**config.mk**
```make
export PLATFORM = sky130hd
export DESIGN_NAME = hv_timing_gen
export DESIGN_NICKNAME = d
export VERILOG_FILES = /design/src/rtl/hv_timing_gen.sv
export SDC_FILE = /design/constraint.sdc
export NUM_CORES = 1
export LEC_CHECK = 0
export ABC_AREA = 1
export CORE_MARGIN = 4
export CORE_UTILIZATION = 58
export DETAILED_ROUTE_END_ITERATION = 6
export PLACE_DENSITY = 0.92
export SYNTH_ARGS = -nofsm -noshare
export SYNTH_HDL_FRONTEND = slang
export SYNTH_SLANG_ARGS = --single-unit
export TNS_END_PERCENT = 30
```
**constraint.sdc**
```tcl
create_clock -name CLK -period 5.4 [get_ports CLK]
set_clock_uncertainty 0.15 [all_clocks]
set_input_delay 0.54 -clock CLK [delete_from_list [all_inputs] [get_ports CLK]]
set_output_delay 0.54 -clock CLK [all_outputs]
set_load 0.05 [all_outputs]
```
**src/rtl/hv_timing_gen.sv**
```systemverilog
// -----------------------------------------------------------------------------
// hv_timing_gen
//
// Parametrised raster timing generator. It produces the pixel position,
// horizontal and vertical blanking, active-low syncs, a line-compare interrupt
// and a vblank-start pulse, and passes pixels through a one-pixel register.
//
// All state advances only on cycles where PCLK_EN is high. RESET is
// synchronous and active high, and it wins over PCLK_EN. Every output is
// registered. When an enabled edge sees counter value X, each output shows
// the value decoded from X after that edge.
//
// The sync offsets (HOFFS, VOFFS) and the width mode (NARROW) pass through
// shadow registers. The shadows load only on the last pixel of the frame, so
// a mid-frame change takes effect from line 0 of the next frame.
//
// Optional feature, macro HV_TIMING_BLANK_RGB_EN:
//   defined   - oRGB loads 0 whenever the HBLK or VBLK value being loaded is 1
//   undefined - oRGB loads iRGB on every enabled cycle
//
// Ports:
//   CLK        in   system clock
//   RESET      in   synchronous active-high reset
//   PCLK_EN    in   pixel-clock enable
//   iRGB       in   [3*COLW] pixel from the video pipeline
//   HOFFS      in   [4] signed hsync shift, units of 2 pixels
//   VOFFS      in   [4] signed vsync shift, units of 4 lines
//   NARROW     in   1 = narrow active window
//   LINE_CMP   in   [CNTW] raster line for LINE_IRQ (live, not shadowed)
//   HPOS       out  [CNTW] hcnt - HPOS_OFS
//   VPOS       out  [CNTW] vcnt
//   oRGB       out  [3*COLW] registered pixel
//   HBLK       out  horizontal blank
//   VBLK       out  vertical blank
//   HSYN       out  hsync, active low
//   VSYN       out  vsync, active low
//   LINE_IRQ   out  one-enabled-cycle pulse at (LINE_CMP, HB_START_x)
//   VBL_PULSE  out  one-enabled-cycle pulse in the cycle where VBLK rises
// -----------------------------------------------------------------------------
module hv_timing_gen #(
    parameter int CNTW       = 9,
    parameter int COLW       = 4,
    parameter int HTOTAL     = 384,
    parameter int VTOTAL     = 262,
    parameter int HPOS_OFS   = 16,
    parameter int HB_END_W   = 30,
    parameter int HB_START_W = 286,
    parameter int HB_END_N   = 38,
    parameter int HB_START_N = 278,
    parameter int HS_START   = 288,
    parameter int HS_WIDTH   = 32,
    parameter int VB_START   = 224,
    parameter int VS_START   = 226,
    parameter int VS_LINES   = 4
) (
    input  logic                CLK,
    input  logic                RESET,
    input  logic                PCLK_EN,
    input  logic [3*COLW-1:0]   iRGB,
    input  logic [3:0]          HOFFS,
    input  logic [3:0]          VOFFS,
    input  logic                NARROW,
    input  logic [CNTW-1:0]     LINE_CMP,
    output logic [CNTW-1:0]     HPOS,
    output logic [CNTW-1:0]     VPOS,
    output logic [3*COLW-1:0]   oRGB,
    output logic                HBLK,
    output logic                VBLK,
    output logic                HSYN,
    output logic                VSYN,
    output logic                LINE_IRQ,
    output logic                VBL_PULSE
);

    // Parameter sanity checks. Each one stops elaboration.
    if (HTOTAL > (1 << CNTW)) begin : g_bad_htotal
        $fatal(1, "hv_timing_gen: HTOTAL does not fit in CNTW bits");
    end
    if (VTOTAL > (1 << CNTW)) begin : g_bad_vtotal
        $fatal(1, "hv_timing_gen: VTOTAL does not fit in CNTW bits");
    end
    if (HS_WIDTH >= HTOTAL) begin : g_bad_hswidth
        $fatal(1, "hv_timing_gen: HS_WIDTH must be below HTOTAL");
    end
    if (VS_LINES >= VTOTAL) begin : g_bad_vslines
        $fatal(1, "hv_timing_gen: VS_LINES must be below VTOTAL");
    end

    // The sync arithmetic uses two spare bits. The top bit flags a negative
    // sum, and the next bit holds sums that reach past one full total.
    localparam int SW = CNTW + 2;

    localparam logic [CNTW-1:0] H_LAST     = CNTW'(HTOTAL - 1);
    localparam logic [CNTW-1:0] V_LAST     = CNTW'(VTOTAL - 1);
    localparam logic [CNTW-1:0] VB_FIRST   = CNTW'(VB_START);
    localparam logic [CNTW-1:0] VB_PRE     = CNTW'(VB_START - 1);
    localparam logic [CNTW-1:0] HPOS_OFS_C = CNTW'(HPOS_OFS);
    localparam logic [CNTW-1:0] HBE_W      = CNTW'(HB_END_W);
    localparam logic [CNTW-1:0] HBS_W      = CNTW'(HB_START_W);
    localparam logic [CNTW-1:0] HBE_N      = CNTW'(HB_END_N);
    localparam logic [CNTW-1:0] HBS_N      = CNTW'(HB_START_N);
    localparam logic [SW-1:0]   H_TOT_S    = SW'(HTOTAL);
    localparam logic [SW-1:0]   V_TOT_S    = SW'(VTOTAL);
    localparam logic [SW-1:0]   HS_START_S = SW'(HS_START);
    localparam logic [SW-1:0]   VS_START_S = SW'(VS_START);
    localparam logic [SW-1:0]   HS_WIDTH_S = SW'(HS_WIDTH);
    localparam logic [SW-1:0]   VS_LINES_S = SW'(VS_LINES);

    // Raster counters and the frame-boundary shadow registers
    logic [CNTW-1:0]   r_hcnt;
    logic [CNTW-1:0]   r_vcnt;
    logic [3:0]        r_hoffs_sh;
    logic [3:0]        r_voffs_sh;
    logic              r_narrow_sh;

    // Output registers
    logic [CNTW-1:0]   r_hpos;
    logic [CNTW-1:0]   r_vpos;
    logic [3*COLW-1:0] r_rgb;
    logic              r_hblk;
    logic              r_vblk;
    logic              r_hsyn;
    logic              r_vsyn;
    logic              r_line_irq;
    logic              r_vbl_pulse;

    // Next-state decode
    logic              w_h_last;
    logic              w_frame_end;
    logic [CNTW-1:0]   w_hcnt_nxt;
    logic [CNTW-1:0]   w_vcnt_nxt;
    logic [CNTW-1:0]   w_hb_end;
    logic [CNTW-1:0]   w_hb_start;
    logic              w_hblk_nxt;
    logic              w_vblk_nxt;
    logic              w_irq_nxt;
    logic              w_vbl_nxt;
    logic [SW-1:0]     w_hoffs_ext;
    logic [SW-1:0]     w_voffs_ext;
    logic [SW-1:0]     w_hs_raw;
    logic [SW-1:0]     w_vs_raw;
    logic [SW-1:0]     w_hs_b;
    logic [SW-1:0]     w_vs_b;
    logic [SW-1:0]     w_hcnt_ext;
    logic [SW-1:0]     w_vcnt_ext;
    logic [SW-1:0]     w_h_dist;
    logic [SW-1:0]     w_v_dist;
    logic              w_hsyn_nxt;
    logic              w_vsyn_nxt;
    logic [3*COLW-1:0] w_rgb_nxt;

    // NOTE: every signal assigned in this block gets a default value first.
    // Then no path can leave a signal unassigned, so no latch is inferred.
    always_comb begin
        w_h_last    = (r_hcnt == H_LAST);
        w_frame_end = w_h_last && (r_vcnt == V_LAST);
        w_hcnt_nxt  = r_hcnt + 1'b1;
        w_vcnt_nxt  = r_vcnt;
        w_hb_end    = HBE_W;
        w_hb_start  = HBS_W;

        if (w_h_last) begin
            w_hcnt_nxt = '0;
            w_vcnt_nxt = (r_vcnt == V_LAST) ? '0 : r_vcnt + 1'b1;
        end

        if (r_narrow_sh) begin
            w_hb_end   = HBE_N;
            w_hb_start = HBS_N;
        end

        // HBLK is decoded only from hcnt, and hcnt never jumps. At the frame
        // boundary hcnt is in blank under both modes, so a mode change
        // cannot add an HBLK edge.
        w_hblk_nxt = !((r_hcnt >= w_hb_end) && (r_hcnt < w_hb_start));

        // VBLK follows the line the counter is moving into. It therefore
        // changes on the last pixel of the line before the blank boundary.
        w_vblk_nxt = (w_vcnt_nxt >= VB_FIRST);
        w_vbl_nxt  = w_h_last && (r_vcnt == VB_PRE);
        w_irq_nxt  = (r_vcnt == LINE_CMP) && (r_hcnt == w_hb_start);

        // Sync start = nominal + scaled signed offset, folded into
        // [0, total). A single correction is enough because an offset is
        // always much smaller than one total.
        w_hoffs_ext = {{(SW-4){r_hoffs_sh[3]}}, r_hoffs_sh};
        w_voffs_ext = {{(SW-4){r_voffs_sh[3]}}, r_voffs_sh};
        w_hs_raw    = HS_START_S + (w_hoffs_ext << 1);
        w_vs_raw    = VS_START_S + (w_voffs_ext << 2);

        w_hs_b = w_hs_raw;
        if (w_hs_raw[SW-1]) begin
            w_hs_b = w_hs_raw + H_TOT_S;
        end else if (w_hs_raw >= H_TOT_S) begin
            w_hs_b = w_hs_raw - H_TOT_S;
        end

        w_vs_b = w_vs_raw;
        if (w_vs_raw[SW-1]) begin
            w_vs_b = w_vs_raw + V_TOT_S;
        end else if (w_vs_raw >= V_TOT_S) begin
            w_vs_b = w_vs_raw - V_TOT_S;
        end

        // Distance from the sync start, modulo the total. This lets a pulse
        // wrap across count 0 without a separate case.
        w_hcnt_ext = {2'b00, r_hcnt};
        w_vcnt_ext = {2'b00, r_vcnt};
        w_h_dist   = (w_hcnt_ext >= w_hs_b) ? (w_hcnt_ext - w_hs_b)
                                            : (w_hcnt_ext + H_TOT_S - w_hs_b);
        w_v_dist   = (w_vcnt_ext >= w_vs_b) ? (w_vcnt_ext - w_vs_b)
                                            : (w_vcnt_ext + V_TOT_S - w_vs_b);
        // VSYN decodes vcnt alone. Its edges therefore land on the first
        // pixel of a line.
        w_hsyn_nxt = !(w_h_dist < HS_WIDTH_S);
        w_vsyn_nxt = !(w_v_dist < VS_LINES_S);

`ifdef HV_TIMING_BLANK_RGB_EN
        w_rgb_nxt = (w_hblk_nxt || w_vblk_nxt) ? '0 : iRGB;
`else
        w_rgb_nxt = iRGB;
`endif
    end

    // NOTE: sequential state uses non-blocking assignments only. Every
    // register then updates from values sampled before the edge, whatever
    // order the statements are written in.
    always_ff @(posedge CLK) begin
        if (RESET) begin
            r_hcnt      <= '0;
            r_vcnt      <= '0;
            r_hoffs_sh  <= '0;
            r_voffs_sh  <= '0;
            r_narrow_sh <= 1'b0;
            r_hpos      <= '0 - HPOS_OFS_C;
            r_vpos      <= '0;
            r_rgb       <= '0;
            r_hblk      <= 1'b1;
            r_vblk      <= 1'b1;
            r_hsyn      <= 1'b1;
            r_vsyn      <= 1'b1;
            r_line_irq  <= 1'b0;
            r_vbl_pulse <= 1'b0;
        end else if (PCLK_EN) begin
            r_hcnt      <= w_hcnt_nxt;
            r_vcnt      <= w_vcnt_nxt;
            if (w_frame_end) begin
                r_hoffs_sh  <= HOFFS;
                r_voffs_sh  <= VOFFS;
                r_narrow_sh <= NARROW;
            end
            r_hpos      <= r_hcnt - HPOS_OFS_C;
            r_vpos      <= r_vcnt;
            r_rgb       <= w_rgb_nxt;
            r_hblk      <= w_hblk_nxt;
            r_vblk      <= w_vblk_nxt;
            r_hsyn      <= w_hsyn_nxt;
            r_vsyn      <= w_vsyn_nxt;
            r_line_irq  <= w_irq_nxt;
            r_vbl_pulse <= w_vbl_nxt;
        end
    end

    assign HPOS      = r_hpos;
    assign VPOS      = r_vpos;
    assign oRGB      = r_rgb;
    assign HBLK      = r_hblk;
    assign VBLK      = r_vblk;
    assign HSYN      = r_hsyn;
    assign VSYN      = r_vsyn;
    assign LINE_IRQ  = r_line_irq;
    assign VBL_PULSE = r_vbl_pulse;

endmodule

```
==> results of run 1 <==
==> where the power goes <==
| part | internal (mW) | switching, mW | total (mW) | leakage, nW |
|---|---|---|---|---|
| sequential | 0.483 | 0.0169 | 0.500 | 0.517 |
| combinational | 0.0712 | 0.123 | 0.194 | 1.73 |
| clock | 0.330 | 0.177 | 0.506 | 0.123 |
==> routing by layer <==
layer	vias up	part of all wire	global-route usage
met5	-	0	0
met1	2016	0.41	0.358
met4	0	0.022	0.100
met3	31	0.087	0.0676
li1	2117	-	-
met2	237	0.48	0.499
==> registers in the layout (all words and copies together), names as in the netlist, 4 cells and up <==
register    cells
oRGB           12
HPOS            9
VPOS            9
r_hcnt          9
r_vcnt          9
r_hoffs_sh      4
r_voffs_sh      4
==> critical path: cells and delay by family <==
kind	cells	cell delay, ns
buffers and inverters	2	1.74
and+or+nand+nor	1	0.44
AOI/OAI and AO/OA	2	0.42
==> area by class of cell <==
class	instances	share of cell area
inverters	76	0.0553
flip-flops and latches	63	0.244
repair buffers	69	0.133
well taps	96	0.0233
multi-input cells	454	0.496
clock buffers	12	0.0301
clock inverters	3	0.0175
==> per-stage QoR <==
step	setup slack, ns	cell area [µm²]
5_1_grt	2.19	5160
3_3_place_gp	2.20	4910
2_1_floorplan	3.22	4240
6_report	2.38	5160
4_1_cts	2.47	5160
3_5_place_dp	2.13	4910
==> path summary, 6_finish.rpt <==
path                            endpoint  slack, ns  cells past startpoint
setup / recovery  r_hcnt[7]$_SDFFE_PP0P_       2.38                      5
hold / removal      VPOS[8]$_SDFFE_PP0P_       0.34                      2
setup reg to reg       VSYN$_SDFFE_PP1P_       2.62                     16
hold reg to reg     VPOS[8]$_SDFFE_PP0P_       0.34                      2
==> placed cells by master, fill, tap and decap left out, types with 11 or more instances in the layout <==
cell type and instances:
sky130_fd_sc_hd__xor2_1 20, sky130_fd_sc_hd__clkbuf_8 11, sky130_fd_sc_hd__nand2_1 122, sky130_fd_sc_hd__nand4_1 11, sky130_fd_sc_hd__a21oi_1 35, sky130_fd_sc_hd__nand3_1 45
sky130_fd_sc_hd__ha_1 35, sky130_fd_sc_hd__o21ai_0 52, sky130_fd_sc_hd__inv_1 71, sky130_fd_sc_hd__clkdlybuf4s50_1 68, sky130_fd_sc_hd__dfxtp_1 63, sky130_fd_sc_hd__nor2_1 82
sky130_fd_sc_hd__nor3_1 15
==> cells by family after synthesis <==
group / synth area share
buffers and inverters: 0.0981
XOR/XNOR: 0.0434
AND/OR/NAND/NOR: 0.304
flip-flops: 0.298
adder cells (fa/ha/maj): 0.127
AO/OA/AOI/OAI: 0.130
==> run summary, run 1 <==
Yosys
• 686 — net count of the mapped netlist
• 0.298 — post-synthesis sequential area ratio
• 41 — count of unique library cells instantiated by Yosys
• sky130_fd_sc_hd__dfxtp_1 — top cell type by total area after synthesis
• sky130_fd_sc_hd__nand2_1 (122), sky130_fd_sc_hd__nor2_1 (82), sky130_fd_sc_hd__inv_1 (71), sky130_fd_sc_hd__dfxtp_1 (63), sky130_fd_sc_hd__o21ai_0 (52) — top post-synthesis cells by count
• 4240 µm² — area of the mapped netlist
• 0.298 — fraction of post-synthesis cell area in the top cell type by area
• 0 — ys async rst share
• 0 — number of flops mapped to enable cells by yosys
• 613 — count of mapped cells out of synthesis
• sky130_fd_sc_hd__dfxtp_1 (30%), sky130_fd_sc_hd__nand2_1 (11%), sky130_fd_sc_hd__ha_1 (10%), sky130_fd_sc_hd__nor2_1 (7.3%), sky130_fd_sc_hd__inv_1 (6.3%) — top post-synthesis cells by area
• sky130_fd_sc_hd__dfxtp_1 — dominant synthesized flop cell
• sky130_fd_sc_hd__nand2_1 — most used standard cell by instance count after synthesis
• 6.91 µm² — Mapped Avg Cell Area
• 0 — Synth Warn #
• 63 — Synth Register Bits

Floorplanning
• 93.5 µm — floorplan die height
• 0.610 — starting density of the core
• 6940 µm² — Std-Cell Core Area
• 69 — IO Count
• 8730 µm² — Die Outline Area
• 93.5 µm — Die Width
• 30 — Std-Cell Rows

Worst setup path
• 3.15 ns — Data arrival, critical path
• input port — category of the worst setup path launch point
• 0.88 ns — crit-path max cell delay
• sky130_fd_sc_hd__inv_1 — slowest stage cell, crit path
• register — crit path capture type
• RESET — launching element of the worst setup path
• 5.53 ns — required time of the worst setup path
• clkdlybuf4s50_1 > inv_1 > nand2_1 > a21oi_1 > o21a_1 — CP Cell Sequence
• 34 — maximum fanout encountered on the critical timing path
• r_vcnt[2]$_SDFFE_PP0P_ — reg-to-reg startpoint
• in2reg — type of the worst setup path

Global route
• 4507 — vias in the first global route
• 0.292 — total track usage
• 0 — GR Overflow Total
• 50 — largest net degree at the start of global routing
• 0 — number of antenna violations at the first check in global routing
• 20600 µm — wire length of the first global-routing pass

Clock tree
• 0 — Hold Buf Count CTS
• 2 — buffer levels on the longest clock path
• 3 — htree depth
• 63 — TritonCTS sink count
• 0 — number of setup buffers added after CTS
• built — CTS tree
• sky130_fd_sc_hd__clkbuf_8 — Root Driver
• 0.07 ns — clk slew on worst S/H paths
• 9 — number of clock buffers inserted by TritonCTS
• 0.33 ns — clock latency at the later pin of the worst-skew pair
• 0 — Resized Gates After CTS

Flow run
• 0 — # Max-Cap Violations

Run status
• design-rule violations — violations in the final reports
• finished with violations — outcome

Drt
• 0 — post-route ant nets
• 12100 µm — Routed Wire Length
• 15.7 µm — routed length per placed instance
• 6 — drt drc
• 4401 — total number of vias
• 341 — 1st-iter DRT viols
• 5.69 — drt via density
• 7 — count of TritonRoute iterations in the first routing pass

Finish
• 0.743 — fraction of the core area covered by cells at the end of the flow
• 0 — diodes inserted
• 0.0458 — ratio of cells with drive above 1 in the final layout
• 1260 µm² — sequential cell area in the final layout
• 746 — Total Nets Final
• 773 — final instance count without filler cells
• 2560 µm² — combined area of the multi-input logic cells
• 21.8% — area added between synthesis and finish
• 493 — Filler Cell Count

Timing
• 0.342 ns — final hold slack
• 0.559 — final cycle utilization of the critical path
• 0 — setup-violating endpoint count in the final report
• false — RSZ-0062 raised after global routing
• 3.02 ns — minimum clock period
• 0 — number of endpoints with negative hold slack in the final report
• 0 — count of final max-slew check failures
• 0.413 — Max-slew headroom
• 0 ns — final-layout setup total negative slack
• 331 MHz — highest achievable clock rate
• 0.878 ns — slew of the pin with the lowest slew margin

Power and ir drop
• 2.37 nW — leakage dissipation
• 233 nW/µm² — Cell Pwr Density
• 0.000245 V — worst IR drop on VDD
• 1.20 mW — power consumption

Min path
• reg2reg — kind of path behind the tightest hold check
• VPOS[8]$_SDFFE_PP0P_ — source of the worst hold timing path

Placement
• 758 — number of instances in the placed design
• 0.983 — routability-driven placement congestion ratio
• 8810 µm — Final HPWL DP
• 68 — number of I/O port buffers

(Power assumes the default switching activity.)
==> run 2: changes to the inputs <==
--- a/config.mk
+++ b/config.mk
@@ -7,9 +7,9 @@
 export LEC_CHECK = 0
 export ABC_AREA = 1
 export CORE_MARGIN = 4
-export CORE_UTILIZATION = 58
+export CORE_UTILIZATION = 49
 export DETAILED_ROUTE_END_ITERATION = 6
-export PLACE_DENSITY = 0.92
+export PLACE_DENSITY = 0.83
 export SYNTH_ARGS = -nofsm -noshare
 export SYNTH_HDL_FRONTEND = slang
 export SYNTH_SLANG_ARGS = --single-unit
==> constraint.sdc (replaced) <==
create_clock -name CLK -period 2.6 [get_ports CLK]
set_clock_uncertainty 0.15 [all_clocks]
set_input_delay 0.26 -clock CLK [delete_from_list [all_inputs] [get_ports CLK]]
set_output_delay 0.26 -clock CLK [all_outputs]
set_load 0.05 [all_outputs]
==> run summary, run 2 (synthesized netlist as in run 1, its figures left out) <==
Clock tree
• sky130_fd_sc_hd__clkbuf_8 — Root Driver
• 0 — Hold Buf Count CTS, unchanged
• 3 — htree depth, unchanged
• 9 — number of clock buffers inserted by TritonCTS, unchanged
• 0.34 ns — clock latency at the later pin of the worst-skew pair, about the same
• built — CTS tree
• 63 — TritonCTS sink count, unchanged
• 2 — buffer levels on the longest clock path, unchanged
• 0.08 ns — clk slew on worst S/H paths, about the same

Worst setup path
• reg2reg — type of the worst setup path
• 15 — number of cells traversed by the worst register-to-register path, -1
• register — crit path capture type
• 5 — maximum fanout encountered on the critical timing path, -85%
• 2.69 ns — required time of the worst setup path, -2.84 ns
• 2.49 ns — Data arrival, critical path, -0.66 ns
• register — category of the worst setup path launch point

Floorplanning
• 10200 µm² — Die Outline Area, +17%
• 101 µm — floorplan die height, +8.0%
• 101 µm — Die Width, +8.0%
• 33 — Std-Cell Rows, +10%
• 0.510 — starting density of the core, -0.0996
• 8300 µm² — Std-Cell Core Area, +20%
• 69 — IO Count, unchanged

Finish
• 793 — final instance count without filler cells, +2.6%
• 717 — Filler Cell Count, +45%
• 12 — max FFs per register, unchanged
• 0.0698 — ratio of cells with drive above 1 in the final layout, +0.0240
• 5240 µm² — cell area after layout, +1.5%
• sky130_fd_sc_hd__nand2_1 — most common cell after layout, fill and taps aside
• 1260 µm² — sequential cell area in the final layout, +0.20%
• 23.6% — area added between synthesis and finish
• 756 — Total Nets Final, +1.3%
• sky130_fd_sc_hd__nand2_1 (122), sky130_fd_sc_hd__nor2_1 (82), sky130_fd_sc_hd__inv_1 (71) — commonest non-fill, non-tap cells in the layout
• 2570 µm² — combined area of the multi-input logic cells, +0.44%
• 0 — diodes inserted, unchanged

Power and ir drop
• 0.000392 V — worst IR drop on VDD, +60%
• 2.41 nW — leakage dissipation, +1.5%
• 460 nW/µm² — Cell Pwr Density, +98%

Placement
• 0.951 — routability-driven placement congestion ratio, -3.2%
• 68 — number of I/O port buffers, unchanged
• 777 — number of instances in the placed design, +2.5%
• 5000 µm² — dpl cell area, +1.8%
• 8900 µm — Final HPWL DP, +1.1%

Global route
• 0.240 — total track usage, -0.0516
• 0 — number of antenna violations at the first check in global routing, unchanged
• 19900 µm — wire length of the first global-routing pass, -3.2%
• 47 — largest net degree at the start of global routing, -6.0%
• 4325 — vias in the first global route, -4.0%
• 0 — GR Overflow Total, unchanged

Timing
• 2.41 ns — minimum clock period
• false — RSZ-0062 raised after global routing
• 0.638 — Max-slew headroom, +0.225
• 0 — setup-violating endpoint count in the final report, unchanged
• 416 MHz — highest achievable clock rate
• 0 — number of endpoints with negative hold slack in the final report, unchanged
• 0 — count of final max-slew check failures, unchanged
• 0.325 ns — final hold slack, -0.0172 ns
• 0.925 — final cycle utilization of the critical path
• 0.542 ns — slew of the pin with the lowest slew margin, -0.336 ns
• 0 ns — final-layout setup total negative slack, unchanged

Run status
• complete, no violations — outcome

Drt
• 0 — post-route ant nets, unchanged
• 0 — drt drc, -6
• 11800 µm — Routed Wire Length, -2.1%
• 14.9 µm — routed length per placed instance, -4.6%
• 5.45 — drt via density, -4.2%
• 4323 — total number of vias, -1.8%
• 5 — count of TritonRoute iterations in the first routing pass, -2
• 252 — 1st-iter DRT viols, -26%

Min path
• reg2reg — kind of path behind the tightest hold check
• 2 — cell count of the worst hold path, unchanged

Flow run
• 0 — # Max-Cap Violations, unchanged

[run 2: changes by cell type in the layout (fill, tap and decap cells not counted), moves of 2 or more]
cell / before / now
sky130_fd_sc_hd__dfxtp_1: 63 / 61
sky130_fd_sc_hd__dfxtp_2: 0 / 2
sky130_fd_sc_hd__buf_4: 1 / 11
sky130_fd_sc_hd__fa_2: 0 / 2
sky130_fd_sc_hd__fa_1: 5 / 3
[run 2: per-stage QoR]
stage,power [mW],setup WS (ns),util
detailed placement,1.46,0.162,0.602
CTS,2.42,0.162,0.629
global placement,1.45,0.290,0.602
floorplan,1.31,0.424,-
finish,2.41,0.195,0.631
global route,2.51,0.0130,0.631
[run 2: power by group]
part           switching, mW  internal, mW  total, mW
combinational          0.256         0.151      0.407
clock                  0.401         0.567      0.967
sequential            0.0308          1.00       1.03
[run 2: layer usage]
metal	global-route usage	vias up	wire length, µm
met1	0.288	1999	4860
met2	0.421	159	5930
met4	0.0849	0	340
met3	0.0519	33	709
li1	-	2132	-
met5	0	-	0
[run 2: final cells by class]
| type | count | share of cell area |
|---|---|---|
| Multi-Input combinational cell | 454 | 0.491 |
| Sequential cell | 63 | 0.241 |
| Timing Repair Buffer | 79 | 0.146 |
| Inverter | 76 | 0.0545 |
| Clock buffer | 11 | 0.0270 |
| Tap cell | 105 | 0.0251 |
| Clock inverter | 5 | 0.0155 |
[run 2: critical path: stages (launching register included)]
cell and delay [ns]:
sky130_fd_sc_hd__dfxtp_2 0.36, sky130_fd_sc_hd__ha_2 0.22, sky130_fd_sc_hd__fa_2 0.59, sky130_fd_sc_hd__nand2_1 0.07
sky130_fd_sc_hd__inv_1 0.07, sky130_fd_sc_hd__nand2_1 0.07, sky130_fd_sc_hd__nand2_1 0.09, sky130_fd_sc_hd__nand2_1 0.08
sky130_fd_sc_hd__nand2_1 0.06, sky130_fd_sc_hd__nand3_1 0.09, sky130_fd_sc_hd__nor2_1 0.10, sky130_fd_sc_hd__nand2_1 0.06
sky130_fd_sc_hd__nand2_1 0.06, sky130_fd_sc_hd__nand4_1 0.10, sky130_fd_sc_hd__nand2_1 0.08, sky130_fd_sc_hd__nand2_1 0.05
[run 2: worst paths after layout]
kind / startpoint / to / slack [ns]
max: r_vcnt[3]$_SDFFE_PP0P_ / VSYN$_SDFFE_PP1P_ / 0.19
min: LINE_IRQ$_SDFFE_PP0P_ / LINE_IRQ$_SDFFE_PP0P_ / 0.32
max reg2reg: r_vcnt[3]$_SDFFE_PP0P_ / VSYN$_SDFFE_PP1P_ / 0.19
min reg2reg: LINE_IRQ$_SDFFE_PP0P_ / LINE_IRQ$_SDFFE_PP0P_ / 0.32
[run 2: repair_timing]
item,in CTS,in global routing
setup endpoints to repair,0,1
gates resized for setup,0,6
hold endpoints to repair,0,0
buffers inserted,0,0
